[src/rtl/mu0_debug_ctrl.sv]
// Host-side debug controller for an MU0 core.
// Provides run/stop/step control, breakpoints and a cycle counter.
module mu0_debug_ctrl #(
    parameter int DATA_W  = 16,
    parameter int ADDR_W  = 12,
    parameter int NUM_BP  = 4,
    parameter int HOST_AW = 6
) (
    input  logic               clk,
    input  logic               reset,
    input  logic [DATA_W-1:0]  host_data_in,
    output logic [DATA_W-1:0]  host_data_out,
    input  logic [HOST_AW-1:0] host_addr,
    input  logic               host_ncs,
    input  logic               host_nwe,
    input  logic               host_nre,
    output logic               dut_clk_en,
    output logic               dut_reset,
    input  logic               dut_fetch,
    input  logic [ADDR_W-1:0]  dut_addr,
    output logic               halted
);

    typedef enum logic [1:0] {
        S_HALTED   = 2'd0,
        S_RUNNING  = 2'd1,
        S_STEPPING = 2'd2,
        S_BREAK    = 2'd3
    } state_t;

    state_t              r_state;
    state_t              w_next;
    logic                r_wr_d;
    logic [DATA_W-1:0]   r_dout;
    logic [DATA_W-1:0]   r_step_n;
    logic [DATA_W-1:0]   r_step_cnt;
    logic [NUM_BP-1:0]   r_bp_en;
    logic [ADDR_W-1:0]   r_bp_addr [NUM_BP];
    logic [31:0]         r_cyc;
    logic                r_bp_hit;
    logic [2:0]          r_bp_idx;
    logic                r_skip;
    logic [1:0]          r_rst_cnt;

    logic                w_wr;
    logic                w_wr_pulse;
    logic                w_rd;
    logic                w_ctrl_wr;
    logic                w_active;
    logic                w_go_rst;
    logic                w_go_stop;
    logic                w_go_run;
    logic                w_go_step;
    logic                w_clr_cyc;
    logic                w_match;
    logic [2:0]          w_idx;
    logic                w_bp;
    logic                w_step_dec;
    logic [DATA_W-1:0]   w_rdata;

    assign w_wr       = ~host_ncs & ~host_nwe;
    assign w_wr_pulse = w_wr & ~r_wr_d;
    assign w_rd       = ~host_ncs & ~host_nre;
    assign w_ctrl_wr  = w_wr_pulse && (host_addr == '0);
    assign w_active   = (r_state == S_RUNNING) || (r_state == S_STEPPING);

    // Command priority: DUT_RST > STOP > RUN > STEP
    assign w_go_rst  = w_ctrl_wr & host_data_in[3];
    assign w_go_stop = w_ctrl_wr & host_data_in[1] & ~host_data_in[3] & w_active;
    assign w_go_run  = w_ctrl_wr & host_data_in[0] & ~host_data_in[1]
                     & ~host_data_in[3] & ~w_active;
    assign w_go_step = w_ctrl_wr & host_data_in[2] & ~host_data_in[0]
                     & ~host_data_in[1] & ~host_data_in[3] & ~w_active;
    assign w_clr_cyc = w_ctrl_wr & host_data_in[4];

    always_comb begin
        w_match = 1'b0;
        w_idx   = '0;
        for (int i = NUM_BP - 1; i >= 0; i--) begin
            if (r_bp_en[i] && (dut_addr == r_bp_addr[i])) begin
                w_match = 1'b1;
                w_idx   = 3'(i);
            end
        end
    end

    assign w_bp       = w_match & dut_fetch & w_active & ~r_skip;
    assign dut_clk_en = w_active & ~w_bp & ~reset;
    assign w_step_dec = (r_state == S_STEPPING) & dut_fetch & dut_clk_en;
    assign halted     = ~w_active;
    assign dut_reset  = reset | (r_rst_cnt != 2'd0);
    assign host_data_out = r_dout;

    always_comb begin
        w_next = r_state;
        if (w_go_rst || w_go_stop) begin
            w_next = S_HALTED;
        end else if (w_go_run) begin
            w_next = S_RUNNING;
        end else if (w_go_step) begin
            w_next = S_STEPPING;
        end else if (w_bp) begin
            w_next = S_BREAK;
        end else if (w_step_dec && (r_step_cnt == DATA_W'(1))) begin
            w_next = S_HALTED;
        end
    end

    always_ff @(posedge clk) begin
        if (reset) begin
            r_state    <= S_HALTED;
            r_wr_d     <= 1'b0;
            r_step_cnt <= '0;
            r_cyc      <= '0;
            r_bp_hit   <= 1'b0;
            r_bp_idx   <= '0;
            r_skip     <= 1'b0;
            r_rst_cnt  <= 2'd1;
        end else begin
            r_state <= w_next;
            r_wr_d  <= w_wr;
            if (w_go_step) begin
                r_step_cnt <= (r_step_n == '0) ? DATA_W'(1) : r_step_n;
            end else if (w_step_dec) begin
                r_step_cnt <= r_step_cnt - DATA_W'(1);
            end
            if (w_clr_cyc) begin
                r_cyc <= '0;
            end else if (dut_clk_en) begin
                r_cyc <= r_cyc + 32'd1;
            end
            if (w_go_run || w_go_step || w_go_rst) begin
                r_bp_hit <= 1'b0;
                r_bp_idx <= '0;
            end else if (w_bp && (w_next == S_BREAK)) begin
                r_bp_hit <= 1'b1;
                r_bp_idx <= w_idx;
            end
            // Let the resumed fetch at the breakpoint address go through once
            if ((r_state == S_BREAK) && (w_next != S_BREAK)) begin
                r_skip <= 1'b1;
            end else if (dut_clk_en) begin
                r_skip <= 1'b0;
            end
            if (w_go_rst) begin
                r_rst_cnt <= 2'd2;
            end else if (r_rst_cnt != 2'd0) begin
                r_rst_cnt <= r_rst_cnt - 2'd1;
            end
        end
    end

    always_ff @(posedge clk) begin
        if (reset) begin
            r_step_n <= DATA_W'(1);
            r_bp_en  <= '0;
            for (int i = 0; i < NUM_BP; i++) begin
                r_bp_addr[i] <= '0;
            end
        end else if (w_wr_pulse) begin
            if (host_addr == HOST_AW'(1)) begin
                r_step_n <= host_data_in;
            end
            if (host_addr == HOST_AW'(4)) begin
                r_bp_en <= host_data_in[NUM_BP-1:0];
            end
            for (int i = 0; i < NUM_BP; i++) begin
                if (host_addr == HOST_AW'(8 + i)) begin
                    r_bp_addr[i] <= host_data_in[ADDR_W-1:0];
                end
            end
        end
    end

    always_comb begin
        w_rdata = '0;
        case (host_addr)
            HOST_AW'(0): w_rdata = DATA_W'({r_bp_idx, r_bp_hit, r_state});
            HOST_AW'(1): w_rdata = r_step_n;
            HOST_AW'(2): w_rdata = DATA_W'(r_cyc[15:0]);
            HOST_AW'(3): w_rdata = DATA_W'(r_cyc[31:16]);
            HOST_AW'(4): w_rdata = DATA_W'(r_bp_en);
            default:     w_rdata = '0;
        endcase
        for (int i = 0; i < NUM_BP; i++) begin
            if (host_addr == HOST_AW'(8 + i)) begin
                w_rdata = DATA_W'(r_bp_addr[i]);
            end
        end
    end

    always_ff @(posedge clk) begin
        if (reset) begin
            r_dout <= '0;
        end else begin
            r_dout <= w_rd ? w_rdata : '0;
        end
    end

endmodule

[config.mk]
export PLATFORM = sky130hd
export DESIGN_NAME = mu0_debug_ctrl
export DESIGN_NICKNAME = d
export VERILOG_FILES = /design/src/rtl/mu0_debug_ctrl.sv
export SDC_FILE = /design/constraint.sdc
export NUM_CORES = 1
export LEC_CHECK = 0
export CAP_MARGIN = 20
export CORE_MARGIN = 4
export CORE_UTILIZATION = 45
export DETAILED_ROUTE_END_ITERATION = 8
export HOLD_SLACK_MARGIN = 0.02
export SYNTH_ARGS = -nofsm -noshare
export SYNTH_HDL_FRONTEND = slang
export SYNTH_SLANG_ARGS = --single-unit
[constraint.sdc]
create_clock -name clk -period 2.7 [get_ports clk]
set_input_delay 0.27 -clock clk [delete_from_list [all_inputs] [get_ports clk]]
set_output_delay 0.27 -clock clk [all_outputs]
set_load 0.01 [all_outputs]
==> impl_metrics.py, run 1 <==
metrics = {
    "run_status": {
        "status": "finished, final reports clean",
    },
    "yosys": {
        "syn-cell-area_um2": 7430,
        "synth_area_leader_cell": "dfxtp_1",
        "yosys_most_used_dff": "dfxtp_1",
        "postSynth.asyncResetShare": 0,
        "ys_seq_area_frac": 0.444,
        "synth_area_leaders": "dfxtp_1, edfxtp_1, xnor2_1",
        "ys_ff_latch": 141,
        "syn_nets": 844,
        "syn_avg_cell_area_um2": 9.32,
        "syn_inst": 798,
        "synthDistinctLibCells": 58,
        "synth_enable_flop_cells": 48,
        "synth_top_cell_area_share": 0.250,
        "synth-warning-count": 0,
    },
    "critical_path": {
        "cp_max_fo": 4,
        "worstSetupPathType": "input port to output pin",
        "cp.required_ps": 2430,
        "cp-start-kind": "input port",
        "endpoint_kind": "output pin",
        "cp_cell_sequence": "clkdlybuf4s50_1, buf_4, xnor2_1, nand3_1, nor4_2, o41ai_4, nand2_2, nor2_2, dlygate4sd2_1",
        "slowest_delay_ps": 470,
        "critPathSlowestCell": "clkdlybuf4s50_1",
        "arrival_ps": 2310,
        "critPathBufInv": 3,
        "path_delay_family": "buffers and inverters",
    },
    "placement": {
        "hpwl_um": 17100,
        "post_dp_cell_area_um2": 8560,
        "dp_cells": 1083,
        "place_ws_ps": -242,
        "gp_congestion": 0.968,
        "io_buffer_count": 58,
    },
    "die": {
        "io-pin-count": 59,
        "start_util": 0.463,
        "dieHeight_um": 137,
        "die_x_um": 137,
        "die_area_um2": 18600,
        "core-area_um2": 16100,
        "rows": 46,
    },
    "finish": {
        "fin_util": 0.572,
        "layout_common_cells": "dfxtp_1, nor2_1, nand2_1, buf_4, clkdlybuf4s50_1",
        "fin_cells": 1116,
        "design_area_um2": 9190,
        "area_growth_syn_to_layout_pct": 23.6,
        "nets": 933,
        "drive_above_1_share": 0.154,
        "diodes": 0,
        "final_common_cell": "dfxtp_1",
    },
    "route": {
        "drt_first_pass_iters": 5,
        "route.detailed.drc": 0,
        "via_count": 6489,
        "drt_wl_total_um": 22600,
        "via_per_inst": 5.81,
        "ant_nets": 0,
        "wire_per_inst_um": 20.2,
        "drt-initial-drc-count": 641,
    },
    "pwr": {
        "p_comb_frac": 0.085,
        "ir_drop_mv": 0.476,
        "p_sw_frac": 0.246,
        "seq_power_share": 0.444,
        "p_leak_nw": 3.35,
        "p_per_area_nw_per_um2": 552,
        "p_clk_frac": 0.470,
        "p_int_mw": 3.82,
        "p_switching_mw": 1.25,
    },
    "grt": {
        "grt.overflow.total": 0,
        "grt_pass1_vias": 6206,
        "grt_max_degree": 44,
        "antenna_found_initial": 0,
        "track_usage": 0.245,
        "grt_pass1_wl_um": 34600,
    },
    "clock_tree": {
        "path_clk_slew_ps": 60,
        "root_buffer": "clkbuf_16",
        "clock-sinks": 141,
        "postCtsHoldBufs": 0,
        "clk_latency_ps": 430,
        "clock_path_buffers": 2,
        "h-tree-depth": 4,
        "numCtsBuffers": 17,
        "cts_tree": "yes",
    },
    "timing": {
        "fin_crit_sh": 0.956,
        "drv_slew": 0,
        "worst_slack_ps": 119,
        "rsz0062_at_grt": "false",
        "hold_viol": 0,
        "timing.hold.ws_ps": 193,
        "min_period_ps": 2580,
        "maxSlewHeadroom": 0.307,
        "setup_violations": 0,
        "max_freq_mhz": 387,
        "worstMarginPinSlew_ps": 1030,
        "finalClockSkew_ps": 11.6,
    },
    "run": {
        "cap_violations": 0,
    },
    "min_path": {
        "min-delay-path-class": "input port to register",
    },
}
## layer usage
layer / global-route usage / vias to the layer above / wire (um)
met2: 0.388 / 274 / 10500
met5: 0 / - / 0
met3: 0.0390 / 43 / 1580
met4: 0.0946 / 0 / 586
li1: - / 3048 / -
met1: 0.339 / 3124 / 9970
## area by class of cell
type                            instances  area [um^2]
Multi-Input combinational cell        590         3870
Fill cell                            1391         6870
Sequential cell                       141         3300
Clock buffer                           17          425
Timing Repair Buffer                  126         1110
Clock inverter                         15          170
Inverter                               11         41.3
Tap cell                              216          270
## repair_timing
action,CTS,global route
buffers inserted,0,1
setup endpoints to repair,1,1
pin swaps,0,2
resized for setup,3,2
gates cloned,0,0
## power by group through the flow
stage / logic (mW) / registers [mW] / clock network, mW
2_1_floorplan: 0.240 / 2.29 / 0
3_3_place_gp: 0.413 / 2.30 / 0
3_5_place_dp: 0.423 / 2.30 / 0
4_1_cts: 0.430 / 2.25 / 2.42
5_1_grt: 0.462 / 2.26 / 2.52
6_report: 0.432 / 2.26 / 2.39
## worst register-to-register path: stages (launching register included)
cell and delay (ps):
edfxtp_1 460, xnor2_1 170, nand4_1 90, nor4_2 50, buf_4 140, o41ai_4 400, buf_4 320, and2_1 350
o22ai_1 130, a211oi_1 270
## stage by stage
stage	total power [mW]	TNS [ps]
floorplan	2.53	0
global placement	2.71	-2040
detailed placement	2.72	-3660
CTS	5.10	0
global route	5.23	0
finish	5.07	0
## Yosys cell counts (4+ instances only)
library cell  instances
nor3b_1               4
o21ai_0              15
dfxtp_1              93
nand4_1              34
mux2i_1               7
a211oi_1             12
and2_1               49
nand3_1              22
clkbuf_1             27
buf_2                19
nor4_1               10
nor3_1               15
a21oi_1              40
buf_1                 8
or3_1                11
edfxtp_1             48
a22oi_1              12
ha_1                  6
nor2_1               80
or4_1                 5
and4_1                4
and3_1               11
mux2_2               19
a21o_1                4
o22ai_1              15
xor2_1               25
nand2_1              74
a221oi_1              4
inv_1                11
a221o_1               4
mux4_2                5
xnor2_1              54
a22o_1                8
nand2b_1              4
## kinds of logic after synthesis
kind of cell               count (synthesis)  synth area share
xor gates and xnor gates                  79            0.0931
buffers and inverters                     67            0.0385
AOI/OAI and AO/OA                        134             0.123
muxes                                     31            0.0534
DFF                                      141             0.444
and+or+nand+nor                          340             0.238
adders and majority gates                  6            0.0101
## state kept, by name (all words and copies together) (netlist names)
name           cells
r_bp_addr         48
r_cyc             32
host_data_out     16
r_step_cnt        16
r_step_n          16
r_bp_en            4
r_bp_idx           2
r_rst_cnt          2
r_state            2
r_bp_hit           1
r_skip             1
r_wr_d             1
## path summary, 6_finish.rpt
kind,end,from,slack [ps],cells past startpoint
hold / removal,r_bp_en[0],reset,190,2
setup reg to reg,r_step_cnt[12],r_bp_addr[1][10],220,9
hold reg to reg,r_cyc[31],r_cyc[31],470,2
setup / recovery,dut_clk_en,dut_addr[7],120,9
Note: power is estimated with default switching activity, not from simulation.
==> run 2, diff against run 1 <==
==> constraint.sdc (replaced) <==
create_clock -name clk -period 2.69 [get_ports clk]
set_input_delay 0.269 -clock clk [delete_from_list [all_inputs] [get_ports clk]]
set_output_delay 0.269 -clock clk [all_outputs]
set_load 0.01 [all_outputs]
==> impl_metrics.py, run 2 (synthesis gave the netlist of run 1 again) <==
metrics = {
    "run_status": {
        "status": "finished, final reports clean",
    },
    "route": {
        "drt_first_pass_iters": 7,
        "drt-initial-drc-count": 551,
        "via_count": 6505,
        "drt_wl_total_um": 22400,
        "ant_nets": 0,
        "via_per_inst": 5.80,
        "route.detailed.drc": 0,
        "wire_per_inst_um": 20.0,
    },
    "critical_path": {
        "r2r_end": "r_step_cnt[13]",
        "r2r_cells": 10,
        "worstSetupPathType": "input port to output pin",
        "cp_max_fo": 3,
        "r2r_setup_slack_ps": 160,
        "endpoint_kind": "output pin",
        "cp.required_ps": 2420,
        "arrival_ps": 2310,
        "cp-start-kind": "input port",
        "worstReg2RegStart": "r_bp_addr[2][2]",
    },
    "clock_tree": {
        "numCtsBuffers": 17,
        "path_clk_slew_ps": 60,
        "cts_tree": "yes",
        "postCtsHoldBufs": 0,
        "clk_latency_ps": 430,
        "clock_path_buffers": 2,
        "clock-sinks": 141,
        "h-tree-depth": 4,
        "root_buffer": "clkbuf_16",
    },
    "timing": {
        "fin_crit_sh": 0.958,
        "finalClockSkew_ps": 8.23,
        "worst_slack_ps": 113,
        "setup_violations": 0,
        "hold_viol": 0,
        "timing.hold.ws_ps": 190,
        "max_freq_mhz": 388,
        "worstMarginPinSlew_ps": 1090,
        "min_period_ps": 2580,
        "rsz0062_at_grt": "false",
        "drv_slew": 0,
        "maxSlewHeadroom": 0.271,
        "setup_tns_ps": 0,
    },
    "min_path": {
        "min-delay-start": "reset",
        "hold_path_depth": 2,
        "holdPathEnd": "r_bp_en[0]",
        "min-delay-path-class": "input port to register",
    },
    "pwr": {
        "ir_drop_mv": 0.528,
        "p_per_area_nw_per_um2": 547,
        "p_leak_nw": 3.36,
    },
    "placement": {
        "place_ws_ps": -230,
        "hpwl_um": 17100,
        "gp_congestion": 0.949,
        "post_dp_cell_area_um2": 8600,
        "io_buffer_count": 58,
    },
    "finish": {
        "design_area_um2": 9220,
        "diodes": 0,
        "area_growth_syn_to_layout_pct": 24.0,
        "reg.largest.list": "r_bp_addr (48), r_cyc (32)",
        "final_common_cell": "dfxtp_1",
        "largest_reg_flops": 48,
        "fill_cells": 1396,
        "nets": 938,
        "layout_common_cells": "dfxtp_1, nor2_1, nand2_1, buf_4, clkdlybuf4s50_1",
        "drive_above_1_share": 0.158,
        "regMostFlops": "r_bp_addr",
    },
    "die": {
        "die_x_um": 137,
        "dieHeight_um": 137,
        "rows": 46,
        "core-area_um2": 16100,
        "die_area_um2": 18600,
        "io-pin-count": 59,
        "start_util": 0.463,
    },
    "grt": {
        "grt.overflow.total": 0,
        "track_usage": 0.248,
        "grt_pass1_vias": 6238,
        "antenna_found_initial": 0,
        "grt_pass1_wl_um": 34900,
        "grt_max_degree": 44,
    },
    "run": {
        "cap_violations": 0,
    },
}
[run 2: worst max-delay path by stage]
stage	from	end	slack (ps)	cells after the start
floorplan	r_state[0]	r_step_cnt[11]	500	9
global placement	dut_addr[0]	dut_clk_en	-230	9
detailed placement	dut_addr[0]	dut_clk_en	-230	9
CTS	r_bp_addr[2][2]	dut_clk_en	70	8
global route	dut_addr[7]	dut_clk_en	10	9
finish	dut_addr[1]	dut_clk_en	110	10
[run 2: cell type report]
cell class	count	area, um^2	share of cell area
multi-input cells	590	3870	0.420
flip-flops and latches	141	3300	0.358
repair buffers	131	1150	0.124
clock buffers	17	425	0.0461
well taps	216	270	0.0293
clock inverters	15	164	0.0178
inverters	11	41.3	0.00448
[run 2: timing repair]
action / CTS / global route
endpoints found under the setup margin: 1 / 1
buffers inserted: 1 / 0
resized for setup: 3 / 2
pin swaps: 2 / 0
[run 2: where the power goes]
part	switching [mW]	internal [mW]
sequential	0.0267	2.24
clock	0.970	1.38
combinational	0.225	0.212
[run 2: per-stage QoR]
stage	instances	power, mW	utilization
finish	1121	5.05	0.574
global route	1121	5.21	0.574
CTS	1121	5.07	0.573
detailed placement	1088	2.74	0.536
global placement	1088	2.72	0.536
floorplan	798	2.54	-
[run 2: routing by layer]
layer / vias up / GRT usage / routed length, um
met5: - / 0 / 0
met4: 0 / 0.0733 / 493
met3: 40 / 0.0515 / 1490
met2: 264 / 0.396 / 10400
met1: 3146 / 0.340 / 10000
li1: 3055 / - / -
[run 2: worst max-delay path: stages]
cell,delay (ps)
clkdlybuf4s50_1,460
buf_4,180
xnor2_1,130
nand2_1,140
nor4_1,60
buf_4,140
o41ai_4,420
nand2_2,110
nor2_2,120
dlygate4sd2_1,280
